===== config.mk =====
export PLATFORM = sky130hd
export DESIGN_NAME = eh2_lsu_dccm_wr_sched
export DESIGN_NICKNAME = d
export VERILOG_FILES = /design/src/rtl/eh2_lsu_dccm_wr_sched.sv
export SDC_FILE = /design/constraint.sdc
export NUM_CORES = 1
export LEC_CHECK = 0
export CAP_MARGIN = 10
export CORE_MARGIN = 4
export CORE_UTILIZATION = 47
export CTS_BUF_LIST = sky130_fd_sc_hd__clkbuf_8
export DETAILED_ROUTE_END_ITERATION = 10
export GPL_ROUTABILITY_DRIVEN = 0
export PLACE_DENSITY = 0.83
export SETUP_SLACK_MARGIN = 0.3
export SLEW_MARGIN = 20
export SYNTH_ARGS = -nofsm -noshare
export SYNTH_HDL_FRONTEND = slang
export SYNTH_SLANG_ARGS = --single-unit

===== constraint.sdc =====
create_clock -name clk -period 2.5 [get_ports clk]
set_input_delay 0.25 -clock clk [delete_from_list [all_inputs] [get_ports clk]]
set_output_delay 0.25 -clock clk [all_outputs]
set_load 0.02 [all_outputs]

===== src/rtl/eh2_lsu_dccm_wr_sched.sv =====
// eh2_lsu_dccm_wr_sched: one-port DCCM write scheduler with ECC scrubber.
// Picks one write source per cycle: dma, ecc fix, scrub writeback, stbuf.
//
// Ports:
//   clk, rst            core clock, sync active-high reset
//   dma_wr_*            dma write request/addr, grant out
//   ecc_fix_*           single-error fix pulse/addr, overflow pulse out
//   stbuf_*             store-buffer drain request/addr, grant out
//   lsu_rd_busy         pipeline owns the read port this cycle
//   scrub_en            scrubber enable
//   scrub_rd_en/addr    scrub read strobe and row address out
//   scrub_*_err         decode result, one cycle after scrub_rd_en
//   dccm_wren/addr/sel  write port control (sel 0 stb,1 dma,2 fix,3 scrub)
//   scrub_dbl_err_pulse uncorrectable row seen, addr in scrub_err_addr
module eh2_lsu_dccm_wr_sched #(
  parameter int DCCM_BITS      = 16,
  parameter int SCRUB_ROWS     = 4096,
  parameter int SCRUB_INTERVAL = 1024,
  parameter int STARVE_MAX     = 3
) (
  input  logic                 clk,
  input  logic                 rst,
  input  logic                 dma_wr_req,
  input  logic [DCCM_BITS-1:0] dma_wr_addr,
  output logic                 dma_wr_gnt,
  input  logic                 ecc_fix_pulse,
  input  logic [DCCM_BITS-1:0] ecc_fix_addr,
  input  logic                 stbuf_req,
  input  logic [DCCM_BITS-1:0] stbuf_addr,
  output logic                 stbuf_gnt,
  input  logic                 lsu_rd_busy,
  input  logic                 scrub_en,
  output logic                 scrub_rd_en,
  output logic [DCCM_BITS-1:0] scrub_rd_addr,
  input  logic                 scrub_single_err,
  input  logic                 scrub_double_err,
  output logic                 dccm_wren,
  output logic [DCCM_BITS-1:0] dccm_wr_addr,
  output logic [1:0]           dccm_wr_sel,
  output logic                 ecc_fix_overflow,
  output logic                 scrub_dbl_err_pulse,
  output logic [DCCM_BITS-1:0] scrub_err_addr
);

  localparam int ROW_W =
    (SCRUB_ROWS > 1) ? $clog2(SCRUB_ROWS) : 1;
  localparam int SC_W =
    (STARVE_MAX > 1) ? $clog2(STARVE_MAX + 1) : 1;

  localparam logic [15:0] TMR_LAST =
    16'(SCRUB_INTERVAL - 1);
  localparam logic [ROW_W-1:0] ROW_LAST =
    ROW_W'(SCRUB_ROWS - 1);
  localparam logic [SC_W-1:0] SC_MAX =
    SC_W'(STARVE_MAX);

  localparam logic [2:0] S_IDLE = 3'd0;
  localparam logic [2:0] S_RD   = 3'd1;
  localparam logic [2:0] S_CHK  = 3'd2;
  localparam logic [2:0] S_WB   = 3'd3;
  localparam logic [2:0] S_ADV  = 3'd4;

  logic [2:0]           state;
  logic [15:0]          timer;
  logic [ROW_W-1:0]     row;
  logic [DCCM_BITS-1:0] row_addr;

  logic                 fix_pend;
  logic [DCCM_BITS-1:0] fix_addr;
  logic [SC_W-1:0]      starve_cnt;

  logic                 dbl_q;
  logic [DCCM_BITS-1:0] err_addr_q;

  logic stb_hi;
  logic wb_req;
  logic dma_g;
  logic fix_g;
  logic scrub_g;
  logic stb_g;
  logic rd_go;

  assign row_addr = DCCM_BITS'({row, 2'b00});

  // A starved store buffer jumps fix and scrub, never dma.
  assign stb_hi  = (starve_cnt == SC_MAX) & stbuf_req;
  assign wb_req  = (state == S_WB);

  // Grants are forced off in the reset cycle.
  assign dma_g   = ~rst & dma_wr_req;
  assign fix_g   = ~rst & ~dma_wr_req & ~stb_hi
                 & fix_pend;
  assign scrub_g = ~rst & ~dma_wr_req & ~stb_hi
                 & ~fix_pend & wb_req;
  assign stb_g   = ~rst & ~dma_wr_req & stbuf_req
                 & (stb_hi | (~fix_pend & ~wb_req));

  assign rd_go   = ~rst & (state == S_RD) & scrub_en
                 & ~lsu_rd_busy & ~dma_wr_req;

  assign dma_wr_gnt  = dma_g;
  assign stbuf_gnt   = stb_g;
  assign dccm_wren   = dma_g | fix_g | scrub_g | stb_g;
  assign scrub_rd_en = rd_go;
  assign scrub_rd_addr = row_addr;

  // A new fix is dropped only if the slot is still occupied.
  assign ecc_fix_overflow = ~rst & ecc_fix_pulse
                          & fix_pend & ~fix_g;

  assign scrub_dbl_err_pulse = dbl_q;
  assign scrub_err_addr      = err_addr_q;

  always_comb begin
    dccm_wr_addr = '0;
    dccm_wr_sel  = 2'd0;
    unique case (1'b1)
      dma_g: begin
        dccm_wr_addr = dma_wr_addr;
        dccm_wr_sel  = 2'd1;
      end
      fix_g: begin
        dccm_wr_addr = fix_addr;
        dccm_wr_sel  = 2'd2;
      end
      scrub_g: begin
        dccm_wr_addr = row_addr;
        dccm_wr_sel  = 2'd3;
      end
      stb_g: begin
        dccm_wr_addr = stbuf_addr;
        dccm_wr_sel  = 2'd0;
      end
      default: begin
        dccm_wr_addr = '0;
        dccm_wr_sel  = 2'd0;
      end
    endcase
  end

  always_ff @(posedge clk) begin
    if (rst) begin
      fix_pend <= 1'b0;
      fix_addr <= '0;
    end else if (ecc_fix_pulse &
                 (~fix_pend | fix_g)) begin
      fix_pend <= 1'b1;
      fix_addr <= ecc_fix_addr;
    end else if (fix_g) begin
      fix_pend <= 1'b0;
    end
  end

  always_ff @(posedge clk) begin
    if (rst | ~stbuf_req | stb_g) begin
      starve_cnt <= '0;
    end else if (starve_cnt != SC_MAX) begin
      starve_cnt <= starve_cnt + 1'b1;
    end
  end

  always_ff @(posedge clk) begin
    if (rst) begin
      state      <= S_IDLE;
      timer      <= '0;
      row        <= '0;
      dbl_q      <= 1'b0;
      err_addr_q <= '0;
    end else begin
      dbl_q <= 1'b0;
      unique case (state)
        S_IDLE: begin
          if (!scrub_en) begin
            timer <= '0;
          end else if (timer == TMR_LAST) begin
            timer <= '0;
            state <= S_RD;
          end else begin
            timer <= timer + 16'd1;
          end
        end
        S_RD: begin
          if (!scrub_en) begin
            state <= S_IDLE;
          end else if (rd_go) begin
            state <= S_CHK;
          end
        end
        S_CHK: begin
          if (scrub_double_err) begin
            dbl_q      <= 1'b1;
            err_addr_q <= row_addr;
            state      <= S_ADV;
          end else if (scrub_single_err) begin
            state <= S_WB;
          end else begin
            state <= S_ADV;
          end
        end
        // Writeback finishes even if scrub_en drops.
        S_WB: begin
          if (scrub_g) begin
            state <= S_ADV;
          end
        end
        S_ADV: begin
          row   <= (row == ROW_LAST) ? '0
                 : row + 1'b1;
          state <= S_IDLE;
        end
        default: begin
          state <= S_IDLE;
        end
      endcase
    end
  end

endmodule


==> flow_summary_export.csv, run 1 <==
group,metric,value,unit
placement,dpl.hpwl,6990,um
floorplanning,core,6495,um^2
power_and_ir_drop,p_per_area,458.6,nW/um^2
route,wirelength,9769,um
yosys,synth_seq_cells,63,
route,ant_nets,0,
power_and_ir_drop,p_leak,1.809,nW
final_layout,postLayoutCellArea,4558,um^2
sta,relSlewSlack,0.5941,
sta,fin_crit_sh,0.9381,
yosys,syn_avg_cell_area,8.106,um^2
global_routing,grt_pass1_wl,15520,um
sta,worst_slew_pin_slew,0.6077,ns
final_layout,num_antenna_cells,0,
worst_setup_path,cpPeakStageDelay,0.36,ns
route,dr.first_iter.drc_count,253,
yosys,syn_area,3218,um^2
floorplanning,die_y,90.75,um
global_routing,top_usage_layer,"met2",
final_layout,nFillCells,499,
worst_setup_path,path_cells,"ha_4 -> a2111oi_2 -> buf_4 -> and3_4 -> buf_12 -> or2_4 -> or3_4 -> buf_6",
clock_network,htree_levels,3,
floorplanning,start_util,0.4955,
route,wl_per_cell,16.47,um
worst_setup_path,required,2.25,ns
global_routing,grt.total_usage,0.2308,
yosys,ys_types,49,
global_routing,first_global_vias,3280,
floorplanning,io-pin-count,113,
route,drc_errors,0,
clock_network,cts_tree,"yes",
clock_network,clock_path_buffers,2,
global_routing,overflow,0,
worst_setup_path,slowest_stage,"dfxtp_2",
route,vias_per_cell,5.779,
final_layout,area_growth,41.64,%
placement,dpl-instance-area,4364,um^2
sta,min_period,2.345,ns
route,firstDrtPassIters,6,
sta,finalWorstSetupSlack,0.1548,ns
placement,pre_cts_slack,-0.2679,ns
clock_network,root_buffer,"clkbuf_8",
status,outcome,"completed",
global_routing,grtUsageMet2,0.3755,
sta,fmax,426.4,MHz
power_and_ir_drop,ir_worst_vdd,0.0002615,V
global_routing,use_met1,0.2766,
power_and_ir_drop,total_power,0.002091,W
floorplanning,die-area,8235,um^2
worst_setup_path,path_buf_inv,3,
yosys,ys.flop_type,"dfxtp_1",
sta,final.setup_skew,0.01095,ns
final_layout,fin_nets,571,
floorplanning,row_count,29,
sta,slew_viol_final,0,
clock_network,clkTransAtPathRegs,0.07,ns
yosys,netlist_instances,397,
global_routing,grtUsageMet3,0.08750,
worst_setup_path,cp_top_family,"simple AND/OR/NAND/NOR gates",
route,vias,3427,
yosys,synth-seq-area-share,0.3919,
placement,port_buffers,104,
sta,fin_tns_setup,0,ns
global_routing,antenna_found_initial,0,
yosys,synth_top_area_frac,0.3919,
worst_setup_path,r2r-start,"timer[11]$_SDFFE_PP0P_",
worst_setup_path,startpoint_type,"register",
worst_setup_path,critPathKind,"register to output pin",
yosys,yosys.area.top_type,"dfxtp_1",
sta,finalSetupViolations,0,
floorplanning,die_x,90.75,um
clock_network,cts_made_buffers,9,
global_routing,grt_max_degree,31,
worst_setup_path,worstPathMaxFanout,13,
yosys,synth_area_leaders,"dfxtp_1 (39%), mux2i_1 (5.6%), nand2_1 (5.1%)",
yosys,synthArstFlopShare,0,
final_layout,drive_above_1_share,0.1453,
worst_setup_path,cp_data_arrival_time,2.10,ns
sta,final_hold_viol_count,0,
yosys,ys_warn_count,0,
worst_setup_path,startpoint,"starve_cnt[1]$_SDFFE_PP0P_",
clock_network,clk_latency,0.34,ns
worst_setup_path,endpoint_kind,"output pin",
flow_run,maxCapViolations,0,
hold_path,hp-start,"rst",
sta,rsz0062_at_grt,"yes",
hold_path,min_path_type,"input pin to register",
yosys,synth-edff-count,0,
clock_network,cts.sink_count,63,
## cells by family after synthesis
| logic type | synth area share |
|---|---|
| flip-flops | 0.3919 |
| multiplexers | 0.05599 |
| adder cells (fa/ha/maj) | 0.01167 |
| AO/OA/AOI/OAI | 0.1680 |
| buffers and inverters | 0.07893 |
| other | 0.001165 |
| AND/OR/NAND/NOR | 0.2461 |
| XOR/XNOR | 0.04627 |
## where the power goes
| part | internal (W) | switching (W) | total, W |
|---|---|---|---|
| combinational | 0.000169 | 0.000149 | 0.000318 |
| clock | 0.000343 | 0.000384 | 0.000727 |
| sequential | 0.00103 | 0.0000189 | 0.00105 |
| total | 0.00154 | 0.000551 | 0.00209 |
## metrics by stage
stage / hold WS, ns / utilization / cells
5_1_grt: 0.4057 / 0.7018 / 593
4_1_cts: 0.3839 / 0.6939 / 591
3_3_place_gp: 0.4466 / 0.6719 / 571
3_5_place_dp: 0.4504 / 0.6719 / 571
6_report: 0.3922 / 0.7018 / 593
2_1_floorplan: 0.3674 / - / 404
## worst min-delay path: cells and delay by family
family                 cells  cell delay, ns
AND/OR/NAND/NOR            1            0.11
buffers and inverters      2            0.32
## metal layers
layer,part of all wire,vias up
li1,-,1644
met1,0.39,1568
met2,0.48,191
met3,0.11,24
met4,0.024,0
met5,0,-
## sequential cells by signal (all words and copies together) (netlist names)
signal and cells:
fix_addr 16, timer 16, row 12, scrub_err_addr 12
state 3, starve_cnt 2, fix_pend 1, scrub_dbl_err_pulse 1
## cell usage after synthesis (all sizes together), types with 5 or more instances
cell type	instances
nand3	14
mux2i	18
a21oi	18
a31oi	10
nor3	7
buf	14
nor4	12
or4	5
o21ai	26
a222oi	12
xor2	7
nand4	9
nor2	38
clkbuf	19
a22oi	5
dfxtp	63
xnor2	10
nand2	44
inv	23
## worst paths after layout
| check | to | slack (ns) | cells after the start |
|---|---|---|---|
| hold / removal | fix_addr[2]$_SDFFE_PP0P_ | 0.39 | 3 |
| setup / recovery | dccm_wren | 0.15 | 8 |
| setup reg to reg | timer[10]$_SDFFE_PP0P_ | 0.48 | 4 |
| hold reg to reg | scrub_err_addr[12]$_SDFFE_PP0P_ | 0.45 | 2 |
## final cells by class
type	count	area [um^2]	area share
multi-input combinational	285	1777	0.3898
sequential	63	1264	0.2772
timing repair buffer	129	1177	0.2583
clock buffer	9	123.9	0.02718
tap	77	96.34	0.02114
inverter	23	86.33	0.01894
clock inverter	7	33.78	0.007411
## layout by cell type, fill, tap and decap left out, drive strengths merged, types with 3 or more instances in the layout
cell type and n:
clkdlybuf4s50 80, dfxtp 63, nand2 44, buf 42, nor2 38, inv 26, o21ai 26, mux2i 18
a21oi 18, nand3 14, a222oi 12, nor4 12, clkbuf 12, a31oi 10, xnor2 10, nand4 9
conb 8, xor2 7, nor3 7, a22oi 5, or4 5, nor2b 4, nand2b 4, and3 4
clkinv 3, or3 3, ha 3
## repair_timing
item | in CTS | in global routing
cloned | 0 | 1
hold buffers | 0 | 0
setup buffers | 4 | 1
hold endpoints to repair | 0 | 0
setup endpoints to repair | 22 | 30
pin swaps | 1 | 3
gates resized for setup | 107 | 30
(Power assumes the default switching activity.)
==> run 2: changes to the inputs <==
--- a/config.mk
+++ b/config.mk
@@ -9,8 +9,8 @@
 export CORE_MARGIN = 4
 export CORE_UTILIZATION = 47
 export CTS_BUF_LIST = sky130_fd_sc_hd__clkbuf_8
+export CTS_CLUSTER_SIZE = 12
 export DETAILED_ROUTE_END_ITERATION = 10
-export GPL_ROUTABILITY_DRIVEN = 0
 export PLACE_DENSITY = 0.83
 export SETUP_SLACK_MARGIN = 0.3
 export SLEW_MARGIN = 20
==> results of run 2 <==
The final DEF is identical to that of run 1; final timing and power are the same.
